<file path="config.mk">
export PLATFORM = sky130hd
export DESIGN_NAME = mainfsm
export DESIGN_NICKNAME = d
export VERILOG_FILES = /design/src/rtl/mainfsm_pkg.sv /design/src/rtl/flopr.sv /design/src/rtl/mainfsm_outdec.sv /design/src/rtl/mainfsm.sv
export SDC_FILE = /design/constraint.sdc
export NUM_CORES = 1
export LEC_CHECK = 0
export BUFFER_PORTS_ARGS = -buffer_cell sky130_fd_sc_hd__buf_2
export CAP_MARGIN = 20
export CORE_ASPECT_RATIO = 1.75
export CORE_MARGIN = 2
export CORE_UTILIZATION = 43
export CTS_BUF_LIST = sky130_fd_sc_hd__clkbuf_2 sky130_fd_sc_hd__clkbuf_4 sky130_fd_sc_hd__clkbuf_8
export DETAILED_ROUTE_END_ITERATION = 10
export PLACE_DENSITY = 0.8
export SLEW_MARGIN = 20
export SYNTH_ARGS = -nofsm -noshare
export SYNTH_HDL_FRONTEND = slang
export SYNTH_HIERARCHICAL = 1
export SYNTH_SLANG_ARGS = --single-unit
</file>
<file path="constraint.sdc">
create_clock -name clk -period 4.14 [get_ports clk]
set_clock_uncertainty 0.05 [all_clocks]
set_input_delay 0.414 -clock clk [delete_from_list [all_inputs] [get_ports clk]]
set_output_delay 0.414 -clock clk [all_outputs]
set_load 0.01 [all_outputs]
</file>
<file path="src/rtl/mainfsm_pkg.sv">
// Shared encodings for the multicycle control FSM: states, mux selects,
// instruction classes and the decoded control word.
package mainfsm_pkg;

    typedef enum logic [3:0] {
        S_FETCH  = 4'd0,
        S_DECODE = 4'd1,
        S_MEMADR = 4'd2,
        S_MEMRD  = 4'd3,
        S_MEMWB  = 4'd4,
        S_MEMWR  = 4'd5,
        S_EXECR  = 4'd6,
        S_EXECI  = 4'd7,
        S_ALUWB  = 4'd8,
        S_BRANCH = 4'd9
    } state_t;

    localparam logic [1:0] SRCB_REG  = 2'b00;
    localparam logic [1:0] SRCB_IMM  = 2'b01;
    localparam logic [1:0] SRCB_FOUR = 2'b10;

    localparam logic [1:0] RES_ALUOUT = 2'b00;
    localparam logic [1:0] RES_DATA   = 2'b01;
    localparam logic [1:0] RES_ALU    = 2'b10;

    localparam logic [1:0] OP_DP  = 2'b00;
    localparam logic [1:0] OP_MEM = 2'b01;
    localparam logic [1:0] OP_BR  = 2'b10;
    localparam logic [1:0] OP_UND = 2'b11;

    typedef struct packed {
        logic       irwrite;
        logic       nextpc;
        logic       adrsrc;
        logic       alusrca;
        logic [1:0] alusrcb;
        logic [1:0] resultsrc;
        logic       aluop;
        logic       regw;
        logic       memw;
        logic       branch;
    } ctrl_t;

endpackage

</file>
<file path="src/rtl/flopr.sv">
// Resettable D register with synchronous active-low reset to zero.
module flopr #(
    parameter int WIDTH = 8
) (
    input  logic             clk,
    input  logic             reset,
    input  logic [WIDTH-1:0] d_i,
    output logic [WIDTH-1:0] q_o
);

    always_ff @(posedge clk) begin
        if (!reset) q_o <= '0;
        else        q_o <= d_i;
    end

endmodule

</file>
<file path="src/rtl/mainfsm_outdec.sv">
// Moore decode of the FSM state into the datapath control word; only the
// FETCH strobes and MemW also depend on MemReady.
module mainfsm_outdec
    import mainfsm_pkg::*;
(
    input  logic [3:0] state_i,
    input  logic       memready_i,
    output ctrl_t      ctrl_o
);

    always_comb begin
        ctrl_o = '0;
        case (state_i)
            S_FETCH: begin
                ctrl_o.alusrca   = 1'b1;
                ctrl_o.alusrcb   = SRCB_FOUR;
                ctrl_o.resultsrc = RES_ALU;
                ctrl_o.irwrite   = memready_i;
                ctrl_o.nextpc    = memready_i;
            end
            // PC+8 is produced here for the R15 read path.
            S_DECODE: begin
                ctrl_o.alusrca   = 1'b1;
                ctrl_o.alusrcb   = SRCB_FOUR;
                ctrl_o.resultsrc = RES_ALU;
            end
            S_MEMADR: ctrl_o.alusrcb = SRCB_IMM;
            S_MEMRD: begin
                ctrl_o.adrsrc    = 1'b1;
                ctrl_o.resultsrc = RES_ALUOUT;
            end
            S_MEMWB: begin
                ctrl_o.resultsrc = RES_DATA;
                ctrl_o.regw      = 1'b1;
            end
            S_MEMWR: begin
                ctrl_o.adrsrc    = 1'b1;
                ctrl_o.resultsrc = RES_ALUOUT;
                ctrl_o.memw      = memready_i;
            end
            S_EXECR: begin
                ctrl_o.alusrcb = SRCB_REG;
                ctrl_o.aluop   = 1'b1;
            end
            S_EXECI: begin
                ctrl_o.alusrcb = SRCB_IMM;
                ctrl_o.aluop   = 1'b1;
            end
            S_ALUWB: begin
                ctrl_o.resultsrc = RES_ALUOUT;
                ctrl_o.regw      = 1'b1;
            end
            S_BRANCH: begin
                ctrl_o.alusrcb   = SRCB_IMM;
                ctrl_o.resultsrc = RES_ALU;
                ctrl_o.branch    = 1'b1;
            end
            default: ctrl_o = '0;
        endcase
    end

endmodule

</file>
<file path="src/rtl/mainfsm.sv">
// Multicycle ARM main control FSM: next-state logic, retired-instruction
// counter and reset-qualified control outputs.
module mainfsm
    import mainfsm_pkg::*;
#(
    parameter int CNTW = 32
) (
    input  logic            clk,
    input  logic            reset,
    input  logic [1:0]      Op,
    input  logic [5:0]      Funct,
    input  logic            MemReady,
    output logic            IRWrite,
    output logic            AdrSrc,
    output logic            ALUSrcA,
    output logic [1:0]      ALUSrcB,
    output logic [1:0]      ResultSrc,
    output logic            ALUOp,
    output logic            NextPC,
    output logic            RegW,
    output logic            MemW,
    output logic            Branch,
    output logic [3:0]      State,
    output logic [CNTW-1:0] InstrCount
);

    logic [3:0]      state_q, state_d;
    logic [CNTW-1:0] cnt_q, cnt_d;
    logic            retire;
    ctrl_t           ctrl;
    logic            unused_funct;

    assign unused_funct = ^Funct[4:1];

    flopr #(.WIDTH(4)) u_state (
        .clk   (clk),
        .reset (reset),
        .d_i   (state_d),
        .q_o   (state_q)
    );

    flopr #(.WIDTH(CNTW)) u_cnt (
        .clk   (clk),
        .reset (reset),
        .d_i   (cnt_d),
        .q_o   (cnt_q)
    );

    always_comb begin
        state_d = S_FETCH;
        case (state_q)
            S_FETCH:  state_d = MemReady ? S_DECODE : S_FETCH;
            S_DECODE: begin
                case (Op)
                    OP_MEM:  state_d = S_MEMADR;
                    OP_DP:   state_d = Funct[5] ? S_EXECI : S_EXECR;
                    OP_BR:   state_d = S_BRANCH;
                    default: state_d = S_FETCH;
                endcase
            end
            S_MEMADR: state_d = Funct[0] ? S_MEMRD : S_MEMWR;
            S_MEMRD:  state_d = MemReady ? S_MEMWB : S_MEMRD;
            S_MEMWR:  state_d = MemReady ? S_FETCH : S_MEMWR;
            S_EXECR,
            S_EXECI:  state_d = S_ALUWB;
            default:  state_d = S_FETCH;
        endcase
    end

    // Unreachable encodings also fall back to FETCH but do not retire anything.
    always_comb begin
        retire = 1'b0;
        if (state_d == S_FETCH) begin
            case (state_q)
                S_DECODE, S_MEMWB, S_MEMWR, S_ALUWB, S_BRANCH: retire = 1'b1;
                default: retire = 1'b0;
            endcase
        end
        cnt_d = retire ? cnt_q + CNTW'(1) : cnt_q;
    end

    mainfsm_outdec u_outdec (
        .state_i    (state_q),
        .memready_i (MemReady),
        .ctrl_o     (ctrl)
    );

    // Strobes are forced low while reset is held so nothing leaks out before
    // the first clean FETCH.
    assign IRWrite    = ctrl.irwrite & reset;
    assign NextPC     = ctrl.nextpc  & reset;
    assign RegW       = ctrl.regw    & reset;
    assign MemW       = ctrl.memw    & reset;
    assign Branch     = ctrl.branch  & reset;
    assign AdrSrc     = ctrl.adrsrc;
    assign ALUSrcA    = ctrl.alusrca;
    assign ALUSrcB    = ctrl.alusrcb;
    assign ResultSrc  = ctrl.resultsrc;
    assign ALUOp      = ctrl.aluop;
    assign State      = state_q;
    assign InstrCount = cnt_q;

endmodule

</file>
-- Word level (Yosys, flattened, before mapping)
Cells that the tools add are included.
- input port bits: 11
- bits in registers: 36
- output and inout bits: 48
- reductions and logical operators: 10
- add/sub/neg operators: 1
- bitwise operators: 5
- mux-type cells: 18
- equality and inequality tests: 11
- operators by type and width (operator ; count):
    $add A32 B1 Y32 const B ; 1
    $pmux W4 S6 ; 1
    $eq A4 B3 Y1 const B ; 4
    $pmux W4 S3 ; 1
    $mux W1 ; 10
    $mux W3 ; 3
    $eq A4 B2 Y1 const B ; 2
    $eq A4 B4 Y1 const B ; 2
    $logic_not A4 Y1 ; 2
    $pmux W2 S2 ; 2
    $reduce_or A2 Y1 ; 4
    $reduce_or A3 Y1 ; 2
    $and A1 B1 Y1 ; 5
    $reduce_or A5 Y1 ; 1
    $eq A4 B1 Y1 const B ; 1
    $eq A2 B1 Y1 const B ; 1
    $eq A2 B2 Y1 const B ; 1
    $logic_not A2 Y1 ; 1
    $mux W2 ; 1

-- Longest topological paths before layout
Gate-level depths: netlist of the first run.
- depth in word-level cells: 5
- depth in mapped cells: 8

-- By module
The synthesis of the first run kept the hierarchy.
- modules (own cells, without submodules) (module ; times used ; cells an instance ; area an instance (µm²) ; seq. area each (µm²)):
    flopr at u_cnt ; 1 ; 67 ; 895.9 ; 640.6
    mainfsm ; 1 ; 135 ; 893.4 ; 0.0
    mainfsm_outdec ; 1 ; 22 ; 153.9 ; 0.0
    flopr at u_state ; 1 ; 8 ; 105.1 ; 80.1

-- Least setup slack after synthesis of the first run
Ideal clock, no wire load.
- kind: flip-flop to flip-flop
- start point: register u_state.q_o[1]
- end point: register u_cnt.q_o[7]
- setup time: 0.116 ns
- arrival: 1.941 ns
- period minus slack after synthesis: 2.107 ns
- setup slack: 2.033 ns
- stages on the path, launching flop included: 9
- cell sequence: dfxtp_1 buf_6 mux2_4 a311o_1 and3_1 buf_6 and3_4 xor2_1 and2_2
- word-level cells in the longest chain between the ends: 5
- ends and longest elaborated chain (element ; line ; source):
    start, declared ; flopr.sv:8 ; output logic [WIDTH-1:0] q_o
    start signal, assigned ; flopr.sv:13 ; else q_o <= d_i;
    $eq A4 B3 Y1 ; mainfsm.sv:51 ; case (state_q)
    $reduce_or A2 Y1 (no source line) ; n/a ;
    $pmux W4 S6 ; mainfsm.sv:51 ;
    $logic_not A4 Y1 ; mainfsm.sv:73 ; if (state_d == S_FETCH) begin
    $mux W1 * ; mainfsm.sv:73 ;
    end signal, assigned ; flopr.sv:13 ;
    end, declared ; flopr.sv:8 ;
Mark *: on every way between the ends. The rest lies on a longest branch, timed or not.
A chain may end at the register's enable or synchronous reset.

-- Worst setup path in the final report of the first run
Same ends and word-level chain as after synthesis.

==> flow_summary.ini, run 1 <==
[routing]
vias = 1730
antenna_left = 0
drtPass1Iterations = 4
remaining_drc_errors = 0
vias_per_cell = 5.18
wl_um = 4150
drtIter0Drc = 33
wire_per_inst_um = 12.4

[logic_synthesis]
synthFlopType = dfxtp_1
synthesis.nets = 244
synth_edf_count = 0
seq_area_frac_synth_pct = 35.2
synthCells = 232
synth_seq_cells = 36
synthArstFlopShare_pct = 0
yosysWarningCount = 6
syn_area_sq_um = 2050
ys_types = 45
syn_area_per_cell_sq_um = 8.83

[global_route]
grt_pass1_wl_um = 6920
met1_usage_pct = 18.0
grt_use_met2_pct = 29.7
track_usage_pct = 16.1
grt_pass1_vias = 1535
grtUsageMet3_pct = 3.39
antenna_found_initial = 0
grt_max_degree = 42
top_usage_layer = met2
grt-ovfl-total = 0

[finish]
layout.nets = 294
final_area_sq_um = 2390
fin_cells = 334
num-fill-cells = 478
num_antenna_cells = 0
drive_gt1_share_pct = 36.9
final_common_cell = buf_2
areaGrowthSynthToFinish_pct = 16.6
final_cell_mix = 54 x buf_2, 36 x dfxtp_1, 32 x and2_2, 27 x xnor2_1, 18 x nand3_1

[clocking]
cts_num_sinks = 36
cts-buffers-inserted = 5
cts_hold_buf = 0
cts_tree = done
cts.clk_slew.worst_paths_ns = 0.07
clock_latency_ns = 0.28
cts_setup_buffers = 0
clock-root-buffer = clkbuf_8
cts.path.max_buffers = 2
h-tree-depth = 2
cts_resized = 0

[floorplan]
initial_core_util_pct = 44.3
die_x_um = 56.2
rows = 33
die-area_sq_um = 5350
core_area_sq_um = 4620
die_h_um = 95.3
io_pins = 59

[worst_setup_path]
path_max_fanout = 22
arrival_ns = 2.65
critPathLaunchType = register
cp.required_ns = 4.26
path_class = register to register
cp-end-kind = register

[power_and_ir_drop]
clkPwrFrac_pct = 36.5
p_seq_share_pct = 55.3
switchingPower_uw = 156
max-vdd-ir-drop_mv = 0.232
p_sw_share_pct = 23.9
internal_power_uw = 496
p_leak_nw = 1.10
pwr-share-comb_pct = 8.2
power_density_nw_per_um2 = 273

[placed_design]
place_inst = 327
portBuffers = 54
dp_hpwl_um = 3000
dpl_cell_area_sq_um = 2310
place_congestion = 0.697

[timing]
finalCritPeriodShare_pct = 61.0
relSlewSlack_pct = 53.7
final.setup.tns_ns = 0
timing.fmax_mhz = 396
fin_hold_ws_ns = 0.516
finalSetupViolCount = 0
tightest_slew_ns = 0.693
hold_viol = 0
report.final.slew_viol_count = 0
rsz0062_at_grt = no
min_period_ns = 2.53

[flow_run]
drv_cap = 0

[worst_hold_path]
hold_class = input port to register

[outcome]
status = finished clean
[state kept, by name, indices dropped and copies added (netlist names)]
signal       cells
u_state/q_o      4
u_cnt/q_o       32
[metrics by stage]
stage / utilization (%) / setup slack (ns) / total power, mW
finish: 51.6 / 1.61 / 0.652
global route: 51.6 / 1.50 / 0.681
CTS: 51.6 / 1.63 / 0.661
detailed placement: 49.9 / 1.65 / 0.422
global placement: 49.9 / 1.68 / 0.421
floorplan: - / 2.03 / 0.406
[cell type report]
type | count | area (sq um) | area share [%]
timing repair buffer | 54 | 270 | 11.3
multi-input combinational | 177 | 1220 | 51.1
inverter | 8 | 30.0 | 1.26
clock inverter | 1 | 5.00 | 0.210
sequential | 36 | 721 | 30.2
clock buffer | 6 | 76.3 | 3.20
tap | 52 | 65.1 | 2.73
[logic make-up after synthesis]
family | synth area share (%)
xor+xnor | 14.1
simple gates | 39.3
flops | 35.2
fa+ha+maj | 0.611
mux | 1.28
buf+inv | 5.25
compound gates | 4.28
[path summary, 6_finish.rpt]
path / depth (start not counted) / slack [ns] / to / from
worst max-delay path: 6 / 1.61 / u_cnt/q_o[7] / u_state/q_o[1]
worst min-delay path: 4 / 0.52 / u_state/q_o[3] / Op[1]
worst max register to register: 6 / 1.61 / u_cnt/q_o[7] / u_state/q_o[1]
worst min register to register: 2 / 0.55 / u_cnt/q_o[31] / u_cnt/q_o[31]
[power groups by stage]
stage / registers [mW] / logic (mW) / clock network [mW]
final: 0.360 / 0.0532 / 0.238
after global routing: 0.362 / 0.0597 / 0.260
after CTS: 0.360 / 0.0540 / 0.247
after detailed placement: 0.368 / 0.0538 / 0
after global placement: 0.368 / 0.0525 / 0
after floorplan: 0.364 / 0.0412 / 0
[cell usage after synthesis (5+ instances only)]
cell type | number | share of area, %
nand2_1 | 12 | 2.2
xor2_1 | 6 | 2.6
inv_1 | 8 | 1.5
nor2_1 | 13 | 2.4
and3_1 | 5 | 1.5
dfxtp_1 | 36 | 35
nand3_1 | 18 | 4.4
nor3_1 | 10 | 2.4
xnor2_1 | 27 | 12
and2_2 | 32 | 12
nand4_1 | 7 | 2.1
and2_1 | 9 | 2.7
[critical path: stages (launching register included)]
cell and delay, ns:
dfxtp_1 0.77, mux2_4 0.36, a311o_1 0.37, and3_1 0.30, and3_4 0.24, xor2_1 0.14, and2_2 0.18
[routing by layer]
layer | part of all wire (%) | routed length [um]
met2 | 54 | 2250
met5 | 0 | 0
met1 | 42 | 1730
met4 | 1.1 | 44
met3 | 3.1 | 129
No activity file was read; power rests on OpenSTA's default activity.
==> run 2: changes to the inputs <==
==> constraint.sdc (replaced) <==
create_clock -name clk -period 2.5 [get_ports clk]
set_clock_uncertainty 0.05 [all_clocks]
set_input_delay 0.25 -clock clk [delete_from_list [all_inputs] [get_ports clk]]
set_output_delay 0.25 -clock clk [all_outputs]
set_load 0.01 [all_outputs]
==> flow_summary.ini, run 2 (synthesis results as in run 1) <==
[placed_design]
portBuffers = 54
dp_hpwl_um = 3090
place_congestion = 0.721
place_inst = 330

[power_and_ir_drop]
clkPwrFrac_pct = 39.0
power_density_nw_per_um2 = 465
switchingPower_uw = 259
max-vdd-ir-drop_mv = 0.322
pwr-share-comb_pct = 8.9
p_leak_nw = 1.12
p_sw_share_pct = 23.0
p_seq_share_pct = 52.2
internal_power_uw = 870

[finish]
areaGrowthSynthToFinish_pct = 18.4
fin_cells = 338
drive_gt1_share_pct = 37.8
largest_reg_flops = 32
top_register = u_cnt/q_o
final_cell_mix = 54 x buf_2, 36 x dfxtp_1, 32 x and2_2, 27 x xnor2_1, 18 x nand3_1
final_common_cell = buf_2
layout.nets = 297
top_regs = u_cnt/q_o x32, u_state/q_o x4
num_antenna_cells = 0

[clocking]
cts_num_sinks = 36
cts_resized = 0
clock-root-buffer = clkbuf_8
cts-buffers-inserted = 5
cts.path.max_buffers = 2
cts_setup_buffers = 0
cts.clk_slew.worst_paths_ns = 0.07
h-tree-depth = 2
cts_hold_buf = 0
clock_latency_ns = 0.28
cts_tree = done

[flow_run]
drv_cap = 0

[worst_setup_path]
crit_family = simple AND/OR/NAND/NOR gates
cp_num_buf_inv = 0
arrival_ns = 2.25
path_max_fanout = 13
path_class = register to register
cp_slowest_stage_delay_ns = 0.52
cp-end-kind = register
cp.required_ns = 2.63
cp_cell_sequence = nor2b_1 -> o21ai_0 -> and3_1 -> nand4_1 -> xnor2_1 -> and2_2
critPathLaunchType = register
cp_slowest_cell = and3_1

[routing]
remaining_drc_errors = 0
vias_per_cell = 5.28
antenna_left = 0
drtPass1Iterations = 4
vias = 1785
wire_per_inst_um = 12.7
wl_um = 4310
drtIter0Drc = 45

[global_route]
antenna_found_initial = 0
grt_pass1_vias = 1592
grt_max_degree = 42
track_usage_pct = 16.6
grt_pass1_wl_um = 7030
grt-ovfl-total = 0

[outcome]
status = finished clean

[floorplan]
die-area_sq_um = 5350
rows = 33
io_pins = 59
core_area_sq_um = 4620
die_x_um = 56.2
die_h_um = 95.3
initial_core_util_pct = 44.3

[timing]
timing.fmax_mhz = 472
finalCritPeriodShare_pct = 84.7
report.final.slew_viol_count = 0
relSlewSlack_pct = 62.7
rsz0062_at_grt = no
tightest_slew_ns = 0.560
min_period_ns = 2.12
finalSetupViolCount = 0
final.setup.tns_ns = 0
hold_viol = 0

[worst_hold_path]
hold_class = input port to register
-- run 2: cell count changes in the layout (fill, tap and decap cells not counted) --
cell,previous run,this run
buf_4,0,3
clkbuf_4,1,2
clkbuf_8,5,6
clkinv_2,1,0
-- run 2: final cells by class --
type	instances	area, sq um
Tap cell	52	65.1
Fill cell	470	2200
Clock buffer	8	97.6
Timing Repair Buffer	57	293
Sequential cell	36	721
Multi-Input combinational cell	177	1220
Inverter	8	30.0
-- run 2: worst paths after layout --
path | end | cells after the start | start | slack, ns
worst max register to register | u_cnt/q_o[14] | 6 | u_state/q_o[0] | 0.38
worst max-delay path | u_cnt/q_o[14] | 6 | u_state/q_o[0] | 0.38
worst min register to register | u_cnt/q_o[31] | 2 | u_cnt/q_o[31] | 0.55
worst min-delay path | u_state/q_o[1] | 4 | Funct[0] | 0.35
-- run 2: metrics by stage --
step | hold slack, ns | cell area (sq um) | total power, mW | worst slack, ns | util (%)
final | 0.351 | 2430 | 1.13 | 0.382 | 52.5
after global routing | 0.386 | 2430 | 1.18 | 0.183 | 52.5
after CTS | 0.342 | 2430 | 1.15 | 0.368 | 52.5
after detailed placement | 0.542 | 2330 | 0.702 | 0.374 | 50.4
after global placement | 0.526 | 2330 | 0.699 | 0.409 | 50.4
after floorplan | 0.322 | 2050 | 0.672 | 0.393 | -
-- run 2: metal layers --
metal	vias up	share of wire, %	GRT usage [%]
li1	895	-	-
met1	851	38	17.7
met2	37	57	31.2
met3	2	3.9	3.80
met4	0	0.74	6.55
met5	-	0	0
-- run 2: power by group through the flow --
stage,Sequential [mW],Combinational (mW),Clock [mW]
after floorplan,0.604,0.0682,0
after global placement,0.601,0.0980,0
after detailed placement,0.602,0.100,0
after CTS,0.589,0.101,0.456
after global routing,0.590,0.113,0.479
final,0.589,0.100,0.440
-- run 2: tightest hold or removal path, cell delays in order --
cell     delay, ns
buf_2         0.09
a31oi_1       0.07
nor3_1        0.10
and2_1        0.14
